[config.mk]
export PLATFORM = sky130hd
export DESIGN_NAME = param_counter
export DESIGN_NICKNAME = d
export VERILOG_FILES = /design/src/rtl/param_counter.sv
export SDC_FILE = /design/constraint.sdc
export NUM_CORES = 1
export LEC_CHECK = 0
export ABC_CLOCK_PERIOD_IN_PS = 4500
export CORE_AREA = 4 4 41 43
export DETAILED_ROUTE_END_ITERATION = 12
export DIE_AREA = 0 0 45 47
export PLACE_DENSITY = 0.63
export SYNTH_ARGS = -nofsm -noshare
export SYNTH_HDL_FRONTEND = slang
export SYNTH_SLANG_ARGS = --single-unit
[constraint.sdc]
create_clock -name clk -period 4.5 [get_ports clk]
set_clock_uncertainty 0.2 [all_clocks]
set_input_delay 0.45 -clock clk [delete_from_list [all_inputs] [get_ports clk]]
set_output_delay 0.45 -clock clk [all_outputs]
set_load 0.005 [all_outputs]
[src/rtl/param_counter.sv]
// Modulo-N up/down counter with load, boundary pulse and sticky boundary flag.
// Define PARAM_COUNTER_SATURATE_EN to hold at the limits instead of wrapping.
module param_counter #(
  parameter int unsigned     WIDTH   = 3,
  parameter longint unsigned MODULUS = 8
) (
  input  logic             clk,
  input  logic             reset,
  input  logic             en,
  input  logic             count_up,
  input  logic             count_down,
  input  logic             load,
  input  logic [WIDTH-1:0] load_value,
  input  logic             clear_flag,
  output logic [WIDTH-1:0] count,
  output logic             at_max,
  output logic             at_zero,
  output logic             wrap,
  output logic             wrap_sticky
);

  // One extra bit so MODULUS == 2**WIDTH is representable in compares.
  localparam logic [WIDTH:0] MOD_X = (WIDTH+1)'(MODULUS);
  localparam logic [WIDTH:0] MAX_X = (WIDTH+1)'(MODULUS - 1);
  localparam logic [WIDTH:0] ONE_X = (WIDTH+1)'(1);

  typedef struct packed {
    logic [WIDTH:0] cnt;
    logic           evt;
  } nxt_t;

  logic [WIDTH:0] cnt_x, ld_x;
  nxt_t           nxt;
  logic           unused_msb;

  assign cnt_x      = {1'b0, count};
  assign ld_x       = {1'b0, load_value};
  assign at_max     = (cnt_x == MAX_X);
  assign at_zero    = (count == '0);
  assign unused_msb = nxt.cnt[WIDTH];

  always_comb begin
    nxt.cnt = cnt_x;
    nxt.evt = 1'b0;
    if (load) begin
      nxt.cnt = (ld_x >= MOD_X) ? MAX_X : ld_x;
    end else if (en && (count_up ^ count_down)) begin
      if (count_up) begin
        if (cnt_x == MAX_X) begin
          nxt.evt = 1'b1;
`ifdef PARAM_COUNTER_SATURATE_EN
          nxt.cnt = MAX_X;
`else
          nxt.cnt = '0;
`endif
        end else begin
          nxt.cnt = cnt_x + ONE_X;
        end
      end else begin
        if (cnt_x == '0) begin
          nxt.evt = 1'b1;
`ifdef PARAM_COUNTER_SATURATE_EN
          nxt.cnt = '0;
`else
          nxt.cnt = MAX_X;
`endif
        end else begin
          nxt.cnt = cnt_x - ONE_X;
        end
      end
    end
  end

  // Set wins over clear on the sticky flag.
  always_ff @(posedge clk) begin
    if (reset) begin
      count       <= '0;
      wrap        <= 1'b0;
      wrap_sticky <= 1'b0;
    end else begin
      count       <= nxt.cnt[WIDTH-1:0];
      wrap        <= nxt.evt;
      wrap_sticky <= nxt.evt | (wrap_sticky & ~clear_flag);
    end
  end

endmodule
Yosys cells after proc, flatten, opt, wreduce, memory -nomap -nowiden
Cells that the tools add are included.

Memories kept: 0. Register bits after elaboration: 5. Latch bits: 0. RAM bits: 0. Bits in read-only memories: 0. Output and inout bits: 7.

Div/mod/pow operators: 0. Add/subtract/negate cells: 2. Eq/ne operators: 1. $lt $le $gt $ge: 1. Multiply operators: 0. Reductions and logical operators: 4. Bitwise logic cells: 4. Multiplexer cells: 9. Shift-type cells: 0.

Operators with widths (count): $mux 3 (4); $mux 4 (2); $ge 3x4->1 const B (1); $logic_not 4->1 (1); $add 3x1->3 const B (1); $eq 3x3->1 const B (1); $logic_not 3->1 (1); $mux 1 (3); $sub 3x1->3 const B (1); $reduce_bool 2->1 (1); $and 1x1->1 (1); $logic_and 1x1->1 (1); $not 1->1 (1); $or 1x1->1 (1); $xor 1x1->1 (1).

Longest topological paths before layout
Gate-level depths: netlist of run 1.

Word-level depth: 6. Mapped depth: 6. Gate-level depth less buffers: 6.

Worst setup path after synthesis of run 1
No wires, ideal clock.

Path type: register to register. Start: reg count[0]. End: reg count[1]. Cell stages (with the launch flop): 6. Setup slack: 2865 ps. Required time: 4212 ps. Library setup time: 88 ps. Clock period less this slack: 1635 ps. Buffers on the path: 0. Data arrival time: 1347 ps. Path through: dfxtp_1 > ha_1 > ha_1 > nand2b_1 > a211o_1 > a311oi_2.

Cells in the longest elaborated chain, start to end: 5. Elaborated cells between the ends (all ways): 9. Classes of those cells: add/sub (2); eq/ne (1); mux (5); reduce/logical (1).

Ends and longest elaborated chain: start, declared (RTL line 15) `output logic [WIDTH-1:0] count,`; start signal, assigned (RTL line 81) `count <= nxt.cnt[WIDTH-1:0];`; $eq 3x3->1; via at_max (RTL line 16) `output logic at_max,`; $mux 3 (RTL line 49) `if (cnt_x == MAX_X) begin`; $mux 4 (RTL line 48) `if (count_up) begin`; $mux 4 (RTL line 47) `end else if (en && (count_up ^ count_down)) begin`; $mux 3 (RTL line 45) `if (load) begin`.

The timed path passes the listed nets, and every way through them passes these cells. The select of a mux whose other input is x is not followed. A chain may end at the register's enable or synchronous reset.

Final worst setup path of run 1
Start: reg count[0]. End: out at_zero.

Cells in the longest elaborated chain, start to end: 1.

Ends and longest elaborated chain: $logic_not 3->1 (RTL line 39) `assign at_zero = (count == '0);`; end, declared (RTL line 17) `output logic at_zero,`.

No other way between the ends.

==> results.md, run 1 <==
* Status: finished, final reports clean
* Reg2reg end: count[2]$_SDFFE_PP0P_
* Net count of the finished layout at 71
* Post-Synth XOR/XNOR Area at 0.0707
* Clk sinks at 5
* Post-synth top area cell: dfxtp_1
* Total GRT Usage at 0.0918
* Synth async-reset ratio at 0
* Hold_buf cts at 0
* Switching Fraction at 0.273
* Simple-gate share of the synthesized area at 0.251
* DIE AREA at 2120 µm²
* Core area at 1300 µm²
* Number of global-route vias before repair at 294
* Root Driver: clkbuf_4
* Min Hold Slack at 0.364 ns
* RSZ-0062 raised after global routing: false
* Final setup TNS at 0 ns
* EDFF count, synth at 0
* Crit path required time at 3.85 ns
* Total vias in the final route at 327
* Top cells by area, synth: dfxtp_1 28%, ha_1 14%, mux2i_1 5.7%, nor2_1 5.3%, xor2_2 4.6%
* Gate power share at 0.282
* Half-perimeter wire length after placement at 672 µm
* Die Span Y at 47 µm
* CP bufs+invs at 2
* Final setup fails at 0
* Worst path arrival time at 1.60 ns
* Largest net degree at the start of global routing at 7
* Initial antenna violation count at 0
* CP peak stage delay at 0.54 ns
* WL per Instance at 11.6 µm
* Main combinational cell family by area after synthesis: simple AND/OR/NAND/NOR gates
* Worst setup endpoint: at_zero
* Pre-antenna DRT Iters at 3
* Period minus WS final at 2.25 ns
* Antenna viol nets, final at 0
* Multi-input gate area at 231 µm²
* Power per cell area at 262 nW/µm²
* Levels on crit path at 4
* Post-Synthesis Cell Area at 354 µm²
* Global-route wire length before repair at 1.30 mm
* Worst reg-to-reg setup slack at 2.77 ns
* FF+latch area at 100 µm²
* Slowest-stage cell, CP: clkdlybuf4s50_1
* Routed wire length at 825 µm
* Worst skew pair latency at 0.25 ns
* CP max FO at 3
* Fill cells at 149
* Delay-heaviest family, CP: buffers and inverters
* Final cell count without fillers at 71
* Int Power at 104 µW
* Syn Inst Count at 37
* Worst Max-Slew Pin Slew at 0.340 ns
* Setup bufs post-CTS at 0
* Post_cts resized at 0
* # IOs at 17
* HP Class: flip-flop to flip-flop
* Vias per inst at 4.61
* RR Startpoint: count[0]$_SDFFE_PP0P_
* CP cell instances: inv_1 > ha_1 > nor2b_1 > clkdlybuf4s50_1
* Final Hold Fails at 0
* Crit path capture type: output port
* Placed cell area at 522 µm²
* Slew Limit Fails at 0
* Antenna diode count at 0
* Reg2reg path depth at 5
* CP Launch Type: flip-flop
* Synth Area in Adders at 0.141
* Post-route DRC at 0
* CTS tree: yes
* Peak Freq at 445 MHz
* P_leak at 0.000218 µW
* Number of buffers created by CTS at 3
* Slew HR at 0.767
* Final instance area at 548 µm²
* IO Port Bufs at 16
* Post-Syn Nets at 51
* Post-synthesis mux area share at 0.0565
* Clk slew on worst S/H paths at 0.04 ns
* Tot Pwr at 143 µW
* Dpl cells at 67
* Max Buffers Root-to-Sink at 2
* Seq pwr share at 0.351
* Compound-gate portion of the synthesized area at 0.134
* Gp weighted congestion at 0.751
* MaxCap Viol Count at 0
* Netlist cell types at 21
* Peak supply drop at 0.000123 V
* Synthesized area per cell at 9.57 µm²
* Top cells by count, synth: 5 x dfxtp_1, 5 x nor2_1, 4 x ha_1, 3 x inv_1
* Die X at 45 µm
* Clock power share at 0.367
* Global route total overflow at 0
* Final period util at 0.500
* First DRT Iteration DRCs at 3
* Crit path from: count[0]$_SDFFE_PP0P_
* Post-synthesis sequential area ratio at 0.283
* FP Rows at 13
* Synth Register Bits at 5
* Most used DFF post-synth: dfxtp_1
* CP Class: flip-flop to output port
* Share of cells above drive strength 1 at 0.125
* Synth warn at 0
* Initial Util at 0.272
* Area Overhead vs Synth at 54.8%
* Share of the synthesized area in the top cell type at 0.283
* Sw Pwr at 39.1 µW
* H-tree Lvls at 1
how the worst min path moves through the flow:
stage	from	to	slack [ns]	cells after the start
6_report	count[1]$_SDFFE_PP0P_	count[1]$_SDFFE_PP0P_	0.36	2
3_5_place_dp	count[1]$_SDFFE_PP0P_	count[1]$_SDFFE_PP0P_	0.36	2
4_1_cts	count[1]$_SDFFE_PP0P_	count[1]$_SDFFE_PP0P_	0.37	2
3_3_place_gp	count[1]$_SDFFE_PP0P_	count[1]$_SDFFE_PP0P_	0.36	2
5_1_grt	count[1]$_SDFFE_PP0P_	count[1]$_SDFFE_PP0P_	0.40	2
2_1_floorplan	reset	count[1]$_SDFFE_PP0P_	0.32	1
kinds of logic after synthesis:
logic type / count (synthesis)
buf+inv: 4
fa+ha+maj: 4
xor+xnor: 2
simple gates: 15
flops: 5
compound gates: 5
mux: 2
metal layers:
metal | up-vias | track usage | part of all wire
met5 | - | 0 | 0
met4 | 0 | 0.0351 | 0.0097
met3 | 2 | 0.0575 | 0.063
met2 | 8 | 0.141 | 0.48
met1 | 150 | 0.103 | 0.44
li1 | 167 | - | -
power groups by stage:
stage	Clock [µW]	Sequential [µW]	Combinational [µW]
2_1_floorplan	0	50.5	20.6
3_3_place_gp	0	51.2	40.9
3_5_place_dp	0	51.1	40.7
4_1_cts	55.4	50.4	41.2
5_1_grt	58.7	50.9	44.8
6_report	52.7	50.3	40.4
cell type report:
cell class                      instances  share of cell area
Sequential cell                         5               0.183
Inverter                                3              0.0205
Multi-Input combinational cell         28               0.422
Tap cell                               15              0.0342
Timing Repair Buffer                   16               0.292
Clock buffer                            4              0.0479
placed cells by master, fill, tap and decap left out:
| cell type | n |
|---|---|
| a211oi_1 | 2 |
| nand2_1 | 1 |
| clkbuf_1 | 1 |
| inv_1 | 3 |
| clkdlybuf4s50_1 | 16 |
| nor3_1 | 1 |
| a211o_1 | 1 |
| nand2_2 | 1 |
| a311oi_2 | 1 |
| dfxtp_1 | 5 |
| mux2i_1 | 2 |
| clkbuf_4 | 3 |
| nor3b_1 | 2 |
| ha_1 | 4 |
| nor2b_1 | 1 |
| xnor2_1 | 1 |
| or2_1 | 1 |
| xor2_2 | 1 |
| nor4b_1 | 1 |
| nor4_2 | 1 |
| nor2_1 | 5 |
| a2111oi_0 | 1 |
| nand2b_1 | 1 |
state kept, by name, indices dropped and copies added (netlist names):
register     flops
wrap_sticky      1
wrap             1
count            3
stage by stage:
step / setup WS, ns / utilization
after floorplan: 2.87 / -
after global placement: 2.37 / 0.401
after detailed placement: 2.33 / 0.401
after CTS: 2.22 / 0.421
after global routing: 2.13 / 0.421
final: 2.25 / 0.421
worst reg2reg max path: cells and delay by family, from the launching register on:
kind / cells / cell delay (ns)
adders and majority gates: 1 / 0.21
buffers and inverters: 1 / 0.10
AOI/OAI and AO/OA: 2 / 0.65
and+or+nand+nor: 1 / 0.09
DFF: 1 / 0.36
(Power assumes the default switching activity.)
==> inputs of run 2 (changes only) <==
--- a/config.mk
+++ b/config.mk
@@ -5,11 +5,11 @@
 export SDC_FILE = /design/constraint.sdc
 export NUM_CORES = 1
 export LEC_CHECK = 0
-export ABC_CLOCK_PERIOD_IN_PS = 4500
+export ABC_CLOCK_PERIOD_IN_PS = 2000
 export CORE_AREA = 4 4 41 43
 export DETAILED_ROUTE_END_ITERATION = 12
 export DIE_AREA = 0 0 45 47
-export PLACE_DENSITY = 0.63
+export PLACE_DENSITY = 0.65
 export SYNTH_ARGS = -nofsm -noshare
 export SYNTH_HDL_FRONTEND = slang
 export SYNTH_SLANG_ARGS = --single-unit
==> constraint.sdc (replaced) <==
create_clock -name clk -period 2 [get_ports clk]
set_clock_uncertainty 0.2 [all_clocks]
set_input_delay 0.2 -clock clk [delete_from_list [all_inputs] [get_ports clk]]
set_output_delay 0.2 -clock clk [all_outputs]
set_load 0.005 [all_outputs]
==> results.md, run 2 (synthesis gave the netlist of run 1 again) <==
* Status: finished, final reports clean
* CP Launch Type: flip-flop
* Largest net degree at the start of global routing at 7
* Final instance area at 552 µm²
* Initial Util at 0.272
* Root Driver: clkbuf_4
* Placed cell area at 522 µm²
* Vias per inst at 4.56
* Total GRT Usage at 0.0854
* Most frequent cells in the layout: 16 x clkdlybuf4s50_1, 5 x nor2_1, 4 x ha_1, 4 x dfxtp_1, 3 x clkbuf_4
* FF+latch area at 101 µm²
* Pre-antenna DRT Iters at 2
* Reg2reg path depth at 6
* WHS Endpoint: count[1]$_SDFFE_PP0P_
* Die Span Y at 47 µm
* Number of buffers created by CTS at 3
* FP Rows at 13
* Total vias in the final route at 324
* First DRT Iteration DRCs at 1
* Peak Freq at 525 MHz
* # IOs at 17
* Slew HR at 0.774
* Largest reg by FF count: count
* CTS tree: yes
* Final Hold Fails at 0
* Share of cells above drive strength 1 at 0.179
* DIE AREA at 2120 µm²
* RSZ-0062 raised after global routing: false
* Period minus WS final at 1.91 ns
* Slew Limit Fails at 0
* Clk sinks at 5
* Clk slew on worst S/H paths at 0.04 ns
* Max FFs per register at 3
* Final period util at 0.953
* Number of global-route vias before repair at 311
* Gp weighted congestion at 0.640
* Hold_buf cts at 0
* Worst path arrival time at 1.51 ns
* Power per cell area at 580 nW/µm²
* Crit path capture type: output port
* CP Class: flip-flop to output port
* Biggest registers after layout: count x3, wrap x1, wrap_sticky x1
* Routed wire length at 799 µm
* Clock power share at 0.358
* Global-route wire length before repair at 1.31 mm
* Crit path required time at 1.60 ns
* Antenna diode count at 0
* Fill cells at 149
* HP Class: flip-flop to flip-flop
* Switching Fraction at 0.263
* H-tree Lvls at 1
* Die X at 45 µm
* Final setup TNS at 0 ns
* Net count of the finished layout at 71
* Max Buffers Root-to-Sink at 2
* CP max FO at 3
* Post-route DRC at 0
* Commonest non-fill, non-tap cell in the layout: clkdlybuf4s50_1
* Peak supply drop at 0.000367 V
* Global route total overflow at 0
* P_leak at 0.000219 µW
* Multi-input gate area at 234 µm²
* Setup bufs post-CTS at 0
* Initial antenna violation count at 0
* Hold Path Origin: count[1]$_SDFFE_PP0P_
* Worst skew pair latency at 0.24 ns
* Worst reg-to-reg setup slack at 0.29 ns
* Antenna viol nets, final at 0
* MaxCap Viol Count at 0
* Reg2reg end: count[2]$_SDFFE_PP0P_
* Hold Crit Depth at 2
* IO Port Bufs at 16
* Final setup fails at 0
* Seq pwr share at 0.356
* Core area at 1300 µm²
* Gate power share at 0.286
* RR Startpoint: count[0]$_SDFFE_PP0P_
* WL per Instance at 11.3 µm
* Half-perimeter wire length after placement at 652 µm
* Worst Max-Slew Pin Slew at 0.331 ns
* Int Power at 236 µW
* Area Overhead vs Synth at 55.8%
* Sw Pwr at 84.1 µW
## run 2: cell types whose count changed in the layout (fill, tap and decap cells not counted)
cell     change
nor2b_1      -1
inv_2        +1
inv_1        -1
nor2b_2      +1
dfxtp_1      -1
dfxtp_2      +1
## run 2: worst max-delay path by stage
stage                          start                     to  slack, ns  depth (start not counted)
2_1_floorplan  count[0]$_SDFFE_PP0P_  count[1]$_SDFFE_PP0P_       0.37                          5
3_3_place_gp                count_up  count[1]$_SDFFE_PP0P_       0.11                          5
3_5_place_dp                count_up  count[1]$_SDFFE_PP0P_       0.09                          5
4_1_cts        count[0]$_SDFFE_PP0P_                at_zero       0.03                          4
5_1_grt        count[0]$_SDFFE_PP0P_                at_zero      0.007                          4
6_report       count[0]$_SDFFE_PP0P_                at_zero       0.09                          4
## run 2: through the flow
stage | utilization | power (µW) | hold slack (ns) | std cells | worst slack [ns]
finish | 0.424 | 320 | 0.327 | 71 | 0.0936
detailed placement | 0.401 | 206 | 0.352 | 67 | 0.0913
global route | 0.424 | 347 | 0.352 | 71 | 0.00672
floorplan | - | 160 | 0.0679 | 37 | 0.365
global placement | 0.401 | 206 | 0.360 | 67 | 0.112
CTS | 0.423 | 326 | 0.357 | 71 | 0.0300
## run 2: power by group through the flow
stage	Combinational [µW]	Clock (µW)	Sequential (µW)
4_1_cts	92.9	120	113
3_5_place_dp	91.0	0	115
5_1_grt	101	130	115
6_report	91.4	115	114
2_1_floorplan	46.4	0	114
3_3_place_gp	91.0	0	115
## run 2: layer usage
layer	track usage	wire length, µm	vias to the layer above
met2	0.116	366	10
met1	0.112	358	147
met3	0.0575	74	0
met5	0	0	-
li1	-	-	167
met4	0.0175	0	0
## run 2: timing repair
| item | in CTS | in global routing |
|---|---|---|
| gates resized for setup | 1 | 2 |
| gates cloned | 0 | 0 |
| endpoints found under the hold margin | 0 | 0 |
| setup endpoints to repair | 1 | 2 |
## run 2: area by class of cell
| cell class | instances | share of cell area |
|---|---|---|
| Inverter | 3 | 0.0204 |
| Tap cell | 15 | 0.0340 |
| Timing Repair Buffer | 16 | 0.290 |
| Clock buffer | 4 | 0.0476 |
| Sequential cell | 5 | 0.184 |
| Multi-Input combinational cell | 28 | 0.424 |
## run 2: worst max-delay path, stage by stage, from the launching register on
cell and delay (ns):
dfxtp_1 0.33, inv_2 0.08, ha_1 0.16, nor2b_2 0.18
clkdlybuf4s50_1 0.52
